==> src/rtl/keypad_matrix_emulator.sv <==
// Keypad-side emulator for the 4x4 row-scan/column-sense interface: holds a requested
// key for a number of complete scan frames, then releases it for a number of frames.
module keypad_matrix_emulator #(
    parameter int PRESS_FRAMES   = 8,
    parameter int RELEASE_FRAMES = 8,
    parameter int TIMEOUT_CLKS   = 100000
) (
    input  logic       i_Clk,
    input  logic       i_Rst,
    input  logic [3:0] i_Row,
    output logic [3:0] o_Col,
    input  logic       i_Key_Valid,
    input  logic [3:0] i_Key_Code,
    output logic       o_Key_Ready,
    output logic       o_Busy,
    output logic       o_Done,
    output logic       o_Timeout
);

    localparam int              CW         = $clog2(TIMEOUT_CLKS + 1);
    localparam logic [7:0]      PRESS_LAST = 8'(PRESS_FRAMES - 1);
    localparam logic [7:0]      REL_LAST   = 8'(RELEASE_FRAMES - 1);
    localparam logic [CW-1:0]   TMO_LAST   = CW'(TIMEOUT_CLKS - 1);
    localparam logic [3:0]      ROW0       = 4'b1110;

    typedef enum logic [1:0] {IDLE, PRESS, RELEASE} state_t;

    state_t        state, state_nxt;
    logic [3:0]    code, code_nxt;
    logic [3:0]    prev_row;
    logic [7:0]    fcnt, fcnt_nxt;
    logic          armed, armed_nxt;
    logic [CW-1:0] ccnt, ccnt_nxt;
    logic          done_nxt, tmo_nxt;
    logic          frame_start;
    logic [7:0]    frame_last;
    logic [1:0]    key_row, key_col;
    logic [3:0]    row_pat, col_pat;

    // Physical position of the latched key on the matrix
    always_comb begin
        key_row = 2'd3;
        key_col = 2'd1;
        case (code)
            4'h1, 4'h2, 4'h3: begin key_row = 2'd0; key_col = 2'(code - 4'd1); end
            4'hA:             begin key_row = 2'd0; key_col = 2'd3; end
            4'h4, 4'h5, 4'h6: begin key_row = 2'd1; key_col = 2'(code - 4'd4); end
            4'hB:             begin key_row = 2'd1; key_col = 2'd3; end
            4'h7, 4'h8, 4'h9: begin key_row = 2'd2; key_col = 2'(code - 4'd7); end
            4'hC:             begin key_row = 2'd2; key_col = 2'd3; end
            4'hE:             begin key_row = 2'd3; key_col = 2'd0; end
            4'hF:             begin key_row = 2'd3; key_col = 2'd2; end
            4'hD:             begin key_row = 2'd3; key_col = 2'd3; end
            default:          ;
        endcase
    end

    assign row_pat     = ~(4'b0001 << key_row);
    assign col_pat     = ~(4'b0001 << key_col);
    assign o_Col       = (state == PRESS && i_Row == row_pat) ? col_pat : 4'b1111;
    assign o_Busy      = (state != IDLE);
    assign o_Key_Ready = (state == IDLE);
    assign frame_start = (i_Row == ROW0) && (prev_row != ROW0);
    assign frame_last  = (state == PRESS) ? PRESS_LAST : REL_LAST;

    always_comb begin
        state_nxt = state;
        code_nxt  = code;
        fcnt_nxt  = fcnt;
        armed_nxt = armed;
        ccnt_nxt  = ccnt;
        done_nxt  = 1'b0;
        tmo_nxt   = 1'b0;
        case (state)
            IDLE: begin
                if (i_Key_Valid) begin
                    code_nxt  = i_Key_Code;
                    state_nxt = PRESS;
                    fcnt_nxt  = '0;
                    armed_nxt = 1'b0;
                    ccnt_nxt  = '0;
                end
            end
            PRESS, RELEASE: begin
                if (frame_start) begin
                    ccnt_nxt = '0;
                    if (!armed) begin
                        armed_nxt = 1'b1;
                    end else if (fcnt == frame_last) begin
                        fcnt_nxt = '0;
                        if (state == PRESS) begin
                            // entering RELEASE on a frame boundary, so that frame already counts as armed
                            state_nxt = RELEASE;
                            armed_nxt = 1'b1;
                        end else begin
                            state_nxt = IDLE;
                            armed_nxt = 1'b0;
                            done_nxt  = 1'b1;
                        end
                    end else begin
                        fcnt_nxt = fcnt + 8'd1;
                    end
                end else if (ccnt == TMO_LAST) begin
                    state_nxt = IDLE;
                    tmo_nxt   = 1'b1;
                    fcnt_nxt  = '0;
                    armed_nxt = 1'b0;
                    ccnt_nxt  = '0;
                end else begin
                    ccnt_nxt = ccnt + CW'(1);
                end
            end
            default: state_nxt = IDLE;
        endcase
    end

    always_ff @(posedge i_Clk or posedge i_Rst) begin
        if (i_Rst) begin
            state     <= IDLE;
            code      <= 4'h0;
            prev_row  <= ROW0;
            fcnt      <= '0;
            armed     <= 1'b0;
            ccnt      <= '0;
            o_Done    <= 1'b0;
            o_Timeout <= 1'b0;
        end else begin
            state     <= state_nxt;
            code      <= code_nxt;
            prev_row  <= i_Row;
            fcnt      <= fcnt_nxt;
            armed     <= armed_nxt;
            ccnt      <= ccnt_nxt;
            o_Done    <= done_nxt;
            o_Timeout <= tmo_nxt;
        end
    end

endmodule
==> config.mk <==
export PLATFORM = sky130hd
export DESIGN_NAME = keypad_matrix_emulator
export DESIGN_NICKNAME = d
export VERILOG_FILES = /design/src/rtl/keypad_matrix_emulator.sv
export SDC_FILE = /design/constraint.sdc
export NUM_CORES = 1
export LEC_CHECK = 0
export CAP_MARGIN = 15
export CORE_ASPECT_RATIO = 1.4
export CORE_MARGIN = 2
export CORE_UTILIZATION = 41
export CTS_BUF_LIST = sky130_fd_sc_hd__clkbuf_16
export DETAILED_ROUTE_END_ITERATION = 7
export GPL_ROUTABILITY_DRIVEN = 0
export PLACE_DENSITY_LB_ADDON = 0.3
export SLEW_MARGIN = 5
export SYNTH_ARGS = -nofsm -noshare
export SYNTH_HDL_FRONTEND = slang
export SYNTH_SLANG_ARGS = --single-unit
==> constraint.sdc <==
create_clock -name i_Clk -period 6.85 [get_ports i_Clk]
set_input_delay 1.37 -clock i_Clk [delete_from_list [all_inputs] [get_ports i_Clk]]
set_output_delay 1.37 -clock i_Clk [all_outputs]
set_load 0.05 [all_outputs]
# Yosys cells after proc, flatten, opt, wreduce, memory -nomap -nowiden
# Cells that the tools add are included.
# classes
n_shift,2
n_reduce_logical,18
n_addsub,5
eq_ne,26
n_mux,35
bitwise_logic,2
# op_table
cell,count
17-bit 2-to-1 mux,3
8-bit 2-to-1 mux,5
"4-bit == test, second input constant",9
17-bit case mux with 2 select lines,1
"17-bit by 1-bit adder with 17-bit output, second input constant",1
"17-bit == test, second input constant",1
"4-bit by 3-bit == test with 1-bit output, second input constant",4
8-bit case mux with 2 select lines,1
4-bit OR reduction,4
1-bit 2-to-1 mux,14
2-bit 2-to-1 mux,6
2-bit case mux with 6 select lines,1
"3-bit != test, second input constant",3
3-bit OR reduction,3
"8-bit by 1-bit adder with 8-bit output, second input constant",1
"4-bit by 2-bit == test with 1-bit output, second input constant",2
"8-bit by 3-bit == test with 1-bit output, second input constant",1
4-bit NOT,2
4-bit AND reduction,2
"1-bit by 2-bit << shifter with 4-bit output, first input constant",2
2-bit case mux with 3 select lines,1
"4-bit by 1-bit == test with 1-bit output, second input constant",1
4-bit == test,1
4-bit 2-to-1 mux,1
14 further kinds,18
# word_totals
wordCells,96
input_bits,11
regBits,38

# Depth between registers and ports, before layout
# Gate-level depths: netlist of run 1.
# depth
ltp_word,8
ltp_mapped,9
depth_no_buf,6

# Worst setup path after synthesis of run 1
# Ideal clock, no wire load.
# synth_path
path_type,input to output
start,in i_Row[0]
end,out o_Col[0]
t_required_ns,5.480
path_buffers,0
arrival_time_ns,2.659
path_slack_ns,2.821
stages,4
cell_sequence,xor2_1 -> a32oi_1 -> a21boi_0 -> o2111ai_1
# synth_via
elab_chain_cells,3
# synth_rtl
element,line_no,rtl
"start, declared",10,"input logic [3:0] i_Row,"
4-bit == test,60,assign o_Col = (state == PRESS && i_Row == row_pat) ? col_pat : 4'b1111;
1-bit logical AND,60,
4-bit 2-to-1 mux,60,
"end, declared",11,"output logic [3:0] o_Col,"
# No other way between the ends.

# Worst setup path after layout of run 1
# Ends and elaborated chain as after synthesis.

==> impl_results.md, run 1 <==
* Fin cells at 325
* Clk slew on worst S/H paths at 0.05 ns
* Async set or reset register ratio after synthesis at 100%
* Hold Path Class: flip-flop to flip-flop
* Worst R2R Path Depth at 4
* Area Growth Syn to Fin at 15.2%
* Initial antenna violation count at 0
* Max Cap Viol at 0
* Final hold vios at 0
* # H-tree levels at 2
* Chip width at 67.2 um
* Setup violations, final at 0
* Placed cell areas at 2500 um^2
* Outcome: complete, no violations
* Yosys cell types at 54
* Main synth FF type: dfrtp_1
* Max Fclk at 204 MHz
* Detailed Routing Iterations Pass 1 at 4
* Number of global-route vias before repair at 1856
* CP max FO at 7
* Mux share of post-synthesis cell area at 3.71%
* CP Launch Type: primary input
* Post-Synth XOR/XNOR Area at 4.21%
* Critical path endpoint category: primary output
* Starting density of the core at 42.1%
* CTS resizes at 0
* Flop-to-flop setup slack at 4.21 ns
* Setup TNS at 0 ns
* Post-synthesis compound-gate area fraction at 18.9%
* Fill count at 537
* Placed Instances at 317
* Final worst path period need at 4.91 ns
* Main combinational cell family by area after synthesis: simple AND/OR/NAND/NOR gates
* Number of synthesized flops with an enable pin at 0
* Hold-fix buffers at CTS at 0
* # IOs at 19
* Ant. Diodes at 0
* Wire per inst at 14.9 um
* Num CTS Buffers at 5
* Sink count of the clock tree at 38
* Post-synthesis net count at 258
* Skew-Pair Late Insertion Delay at 0.28 ns
* Clock root buffer master: clkbuf_16
* Slew @ Worst Pin at 0.821 ns
* Fin util at 48.5%
* GRT Util Overall at 18.0%
* Bufs on Longest Clock Path at 2
* Leak Pwr at 1.04 nW
* Rows at 32
* Vias per std cell at 5.89
* WS Path Type: primary input to primary output
* Seq cells post-synth at 38
* Worst setup margin at 1.94 ns
* Rel. slew slack at 45.1%
* Worst Hold Launch: fcnt[7]
* Maximum vdd drop at 0.000324 V
* Share of layout cells above drive strength 1 at 7.78%
* Cells after synthesis at 242
* FF-to-FF End: fcnt[4]
* WL final at 4850 um
* Fin nets at 272
* RSZ-0062 raised after global routing: no
* Total power draw at 0.802 mW
* Adder-Cell Fraction of Synth Area at 2.73%
* Iter 0 DRT Violations at 98
* # port buffers at 18
* Mapped Area at 2290 um^2
* Aggregate global routing overflow at 0
* Die height at 92.4 um
* Pwr per Cell Area at 304 nW/um^2
* Arrival time worst endpoint at 3.54 ns
* Dpl ws at 1.96 ns
* YS warnings at 0
* Antenna viol nets, final at 0
* Residual DRC count at 0
* Core box area at 5450 um^2
* Simple-gate area share of the yosys netlist at 24.4%
* WHS Endpoint: fcnt[7]
* Syn Area/Cell at 9.47 um^2
* Die ar. at 6210 um^2
* Hold depth at 1
* Setup Buffers After CTS at 0
* Clock Skew at 0.00496 ns
* Vias at 1913
* Reg2reg start: ccnt[5]
* Max-slew violations at 0
* Ratio of final minimum period to clock period at 71.6%
* Global-route wire length before repair at 8530 um
* Required @ worst endpoint at 5.48 ns
* DP HPWL at 3380 um
* Largest net degree at the start of global routing at 39
* CTS tree: yes
* Hold_ws at 0.487 ns
* Post-synthesis sequential area ratio at 41.7%
* Final instance area at 2640 um^2
-- cell type report --
class / instances / area [um^2] / share of cell area (%)
sequential: 38 / 955 / 36.2
inverter: 10 / 37.5 / 1.42
clock buffer: 5 / 125 / 4.74
timing repair buffer: 19 / 188 / 7.11
clock inverter: 3 / 12.5 / 0.474
multi-input combinational: 182 / 1240 / 46.8
tap: 68 / 85.1 / 3.22
-- layer usage --
metal | routed length, um | GRT usage, %
met1 | 2190 | 23.3
met2 | 2410 | 27.8
met3 | 143 | 3.52
met4 | 104 | 9.35
met5 | 0 | 0
-- cell families after synthesis --
logic type                 after synthesis
adders and majority gates                5
and+or+nand+nor                         99
xor gates and xnor gates                11
AOI/OAI and AO/OA                       59
buffers and inverters                   22
DFF                                     38
muxes                                    8
-- power by group --
group,leakage [nW],switching (mW),internal [mW]
Combinational,0.465,0.164,0.118
Sequential,0.505,0.0554,0.248
Clock,0.0724,0.0847,0.131
-- synth_stat cells, types with 6 or more instances --
cell      number  area, um^2
dfrtp_1       35         876
nand2_1       19        71.3
nor2_1        14        52.6
nand3_1       12        60.1
a21oi_1       10        50.1
inv_1         10        37.5
a31oi_1        8        50.1
xnor2_1        8        70.1
and3_1         7        43.8
o21ai_0        7        35.0
clkbuf_1       6        22.5
nand4_1        6        37.5
nor3_1         6        30.0
or4_1          6        45.0
-- critical path, cell delays in order --
cell and delay [ns]:
clkdlybuf4s50_1 0.51, and3_1 0.22, o21ai_0 0.14, a21boi_0 0.18, o2111ai_1 0.27, clkdlybuf4s50_1 0.84
-- state kept, by name, summed over array words and instances, names as in the netlist --
signal and count:
prev_row 4, ccnt 17, fcnt 8, o_Done 1, armed 1, o_Timeout 1
code 4, state 2
-- how the worst max path moves through the flow --
stage                         from  endpoint  slack [ns]  cells past startpoint
after floorplan           i_Row[0]  o_Col[0]        2.82                      4
after global placement    i_Row[0]  o_Col[0]        2.05                      6
after detailed placement  i_Row[0]  o_Col[0]        1.96                      6
after CTS                 i_Row[0]  o_Col[0]        1.95                      6
after global routing      i_Row[0]  o_Col[0]        1.80                      6
final                     i_Row[0]  o_Col[0]        1.94                      6
-- layout by cell type, fill, tap and decap left out, types with 3 or more instances in the layout --
cell type,instances
o21ai_0,7
nor3_1,6
a21oi_1,10
nand4_1,6
o31ai_1,3
xor2_1,3
nand3_1,12
o2111ai_1,4
dfrtp_1,35
a41oi_1,5
dfstp_2,3
nor2b_1,3
mux2i_1,4
and3_1,7
a21o_1,4
clkbuf_16,5
nor4_1,5
nand2b_1,4
nand2_1,19
or4_1,6
nand4b_1,4
clkdlybuf4s50_1,18
inv_1,11
nor2_1,14
xnor2_1,8
ha_1,5
mux2_2,4
a31oi_1,8
No activity file was read; power rests on OpenSTA's default activity.
==> inputs of run 2 (changes only) <==
Clock period 6.85 ns to 5 ns, I/O delays scaled along.
==> run 2 against run 1 <==
Effect of this change:
- via count up 1.8%
- setup slack worse by 1.1 ns
- combinational power rose by 37%
- total power grew 45%
- critical path depth unchanged
- sequential cell count unchanged
- clock power increased by 65%
- routed wire length increased by 1.2%
- hold slack improved by 0.0028 ns
- critical endpoint unchanged
==> impl_results.md, run 2 (synthesis results as in run 1) <==
* Outcome: complete, no violations
* Setup TNS at 0 ns
* Fin nets at 272
* Global-route wire length before repair at 8510 um
* CTS tree: yes
* # IOs at 19
* Initial antenna violation count at 0
* Most frequent cells in the layout: dfrtp_1, nand2_1, clkdlybuf4s50_1
* CP max FO at 7
* GRT Util Overall at 17.6%
* Area of the multi-input gates at 1240 um^2
* Num CTS Buffers at 5
* Hold-fix buffers at CTS at 0
* Final hold vios at 0
* RSZ-0062 raised after global routing: no
* Final worst path period need at 4.20 ns
* Core box area at 5450 um^2
* Largest Register: ccnt
* Wire per inst at 15.1 um
* Regs by FF count: ccnt (17), fcnt (8)
* Area Growth Syn to Fin at 16.4%
* Skew-Pair Late Insertion Delay at 0.28 ns
* Maximum vdd drop at 0.000415 V
* Fill count at 526
* Vias per std cell at 5.99
* Vias at 1948
* Required @ worst endpoint at 4.00 ns
* Register area at 955 um^2
* Largest net degree at the start of global routing at 39
* Total power draw at 1.16 mW
* Most common cell after layout, fill and taps aside: dfrtp_1
* # port buffers at 18
* Antenna viol nets, final at 0
* Starting density of the core at 42.1%
* Iter 0 DRT Violations at 82
* Clk slew on worst S/H paths at 0.05 ns
* Arrival time worst endpoint at 3.20 ns
* Number of global-route vias before repair at 1843
* Max Cap Viol at 0
* Rel. slew slack at 45.6%
* WL final at 4900 um
* Detailed Routing Iterations Pass 1 at 4
* Pwr per Cell Area at 435 nW/um^2
* WS Path Type: primary input to primary output
* Sink count of the clock tree at 38
* Slew @ Worst Pin at 0.815 ns
* Die height at 92.4 um
* # H-tree levels at 2
* Die ar. at 6210 um^2
* CTS resizes at 0
* Share of layout cells above drive strength 1 at 8.56%
* Residual DRC count at 0
* CP Launch Type: primary input
* Hold Path Class: flip-flop to flip-flop
* Max Fclk at 238 MHz
* Leak Pwr at 1.05 nW
* Setup Buffers After CTS at 0
* Chip width at 67.2 um
* Max-slew violations at 0
* Rows at 32
* Ant. Diodes at 0
* Max reg flops at 17
* Aggregate global routing overflow at 0
* Critical path endpoint category: primary output
* Clock root buffer master: clkbuf_16
* Clock Skew at 0.00457 ns
* Setup violations, final at 0
* Bufs on Longest Clock Path at 2
* DP HPWL at 3370 um
* Ratio of final minimum period to clock period at 83.9%
==> run 2: cell count changes in the layout (fill, tap and decap cells not counted) <==
cell and delta:
bufinv_16 +1, clkinv_1 -1, clkinv_2 +1, inv_1 -1
==> run 2: power breakdown <==
part,switching (mW),leakage (nW),internal (mW)
Sequential,0.0761,0.505,0.340
Combinational,0.225,0.465,0.161
Clock,0.124,0.0836,0.233
==> run 2: final timing paths <==
path / to / slack (ns) / cells after the start / startpoint
min in group asynchronous: ccnt[9] / 1.13 / 3 / i_Rst
worst max register to register: armed / 2.36 / 4 / ccnt[5]
worst min register to register: fcnt[7] / 0.49 / 1 / fcnt[7]
worst min-delay path: fcnt[7] / 0.49 / 1 / fcnt[7]
max in group asynchronous: prev_row[1] / 3.51 / 3 / i_Rst
worst max-delay path: o_Col[0] / 0.80 / 6 / i_Row[0]
==> run 2: per-stage QoR <==
stage | util, % | setup WS, ns | std cells | hold WS, ns | instance area (um^2)
6_report | 49.0 | 0.804 | 325 | 0.490 | 2670
2_1_floorplan | - | 1.71 | 242 | 0.454 | 2290
4_1_cts | 49.0 | 0.863 | 325 | 0.493 | 2670
3_3_place_gp | 45.9 | 0.937 | 317 | 0.480 | 2500
5_1_grt | 49.0 | 0.694 | 325 | 0.509 | 2670
3_5_place_dp | 45.9 | 0.867 | 317 | 0.483 | 2500
==> run 2: area by class of cell <==
| type | count | area share (%) |
|---|---|---|
| Sequential cell | 38 | 35.8 |
| Inverter | 10 | 1.41 |
| Tap cell | 68 | 3.19 |
| Clock buffer | 5 | 4.69 |
| Clock inverter | 3 | 1.50 |
| Timing Repair Buffer | 19 | 7.04 |
| Multi-Input combinational cell | 182 | 46.4 |
==> run 2: per-layer routing <==
layer  routed length, um  track usage [%]  up-vias
met4                  90             6.97        0
met3                 166             3.65        9
met1                2180             22.9      938
met5                   0                0        -
met2                2470             28.1       46
li1                    -                -      955
==> run 2: worst max-delay path: stages <==
cell and delay (ns):
clkdlybuf4s50_1 0.52, and3_1 0.23, o21ai_0 0.15, a21boi_0 0.19, o2111ai_1 0.27, clkdlybuf4s50_1 0.84
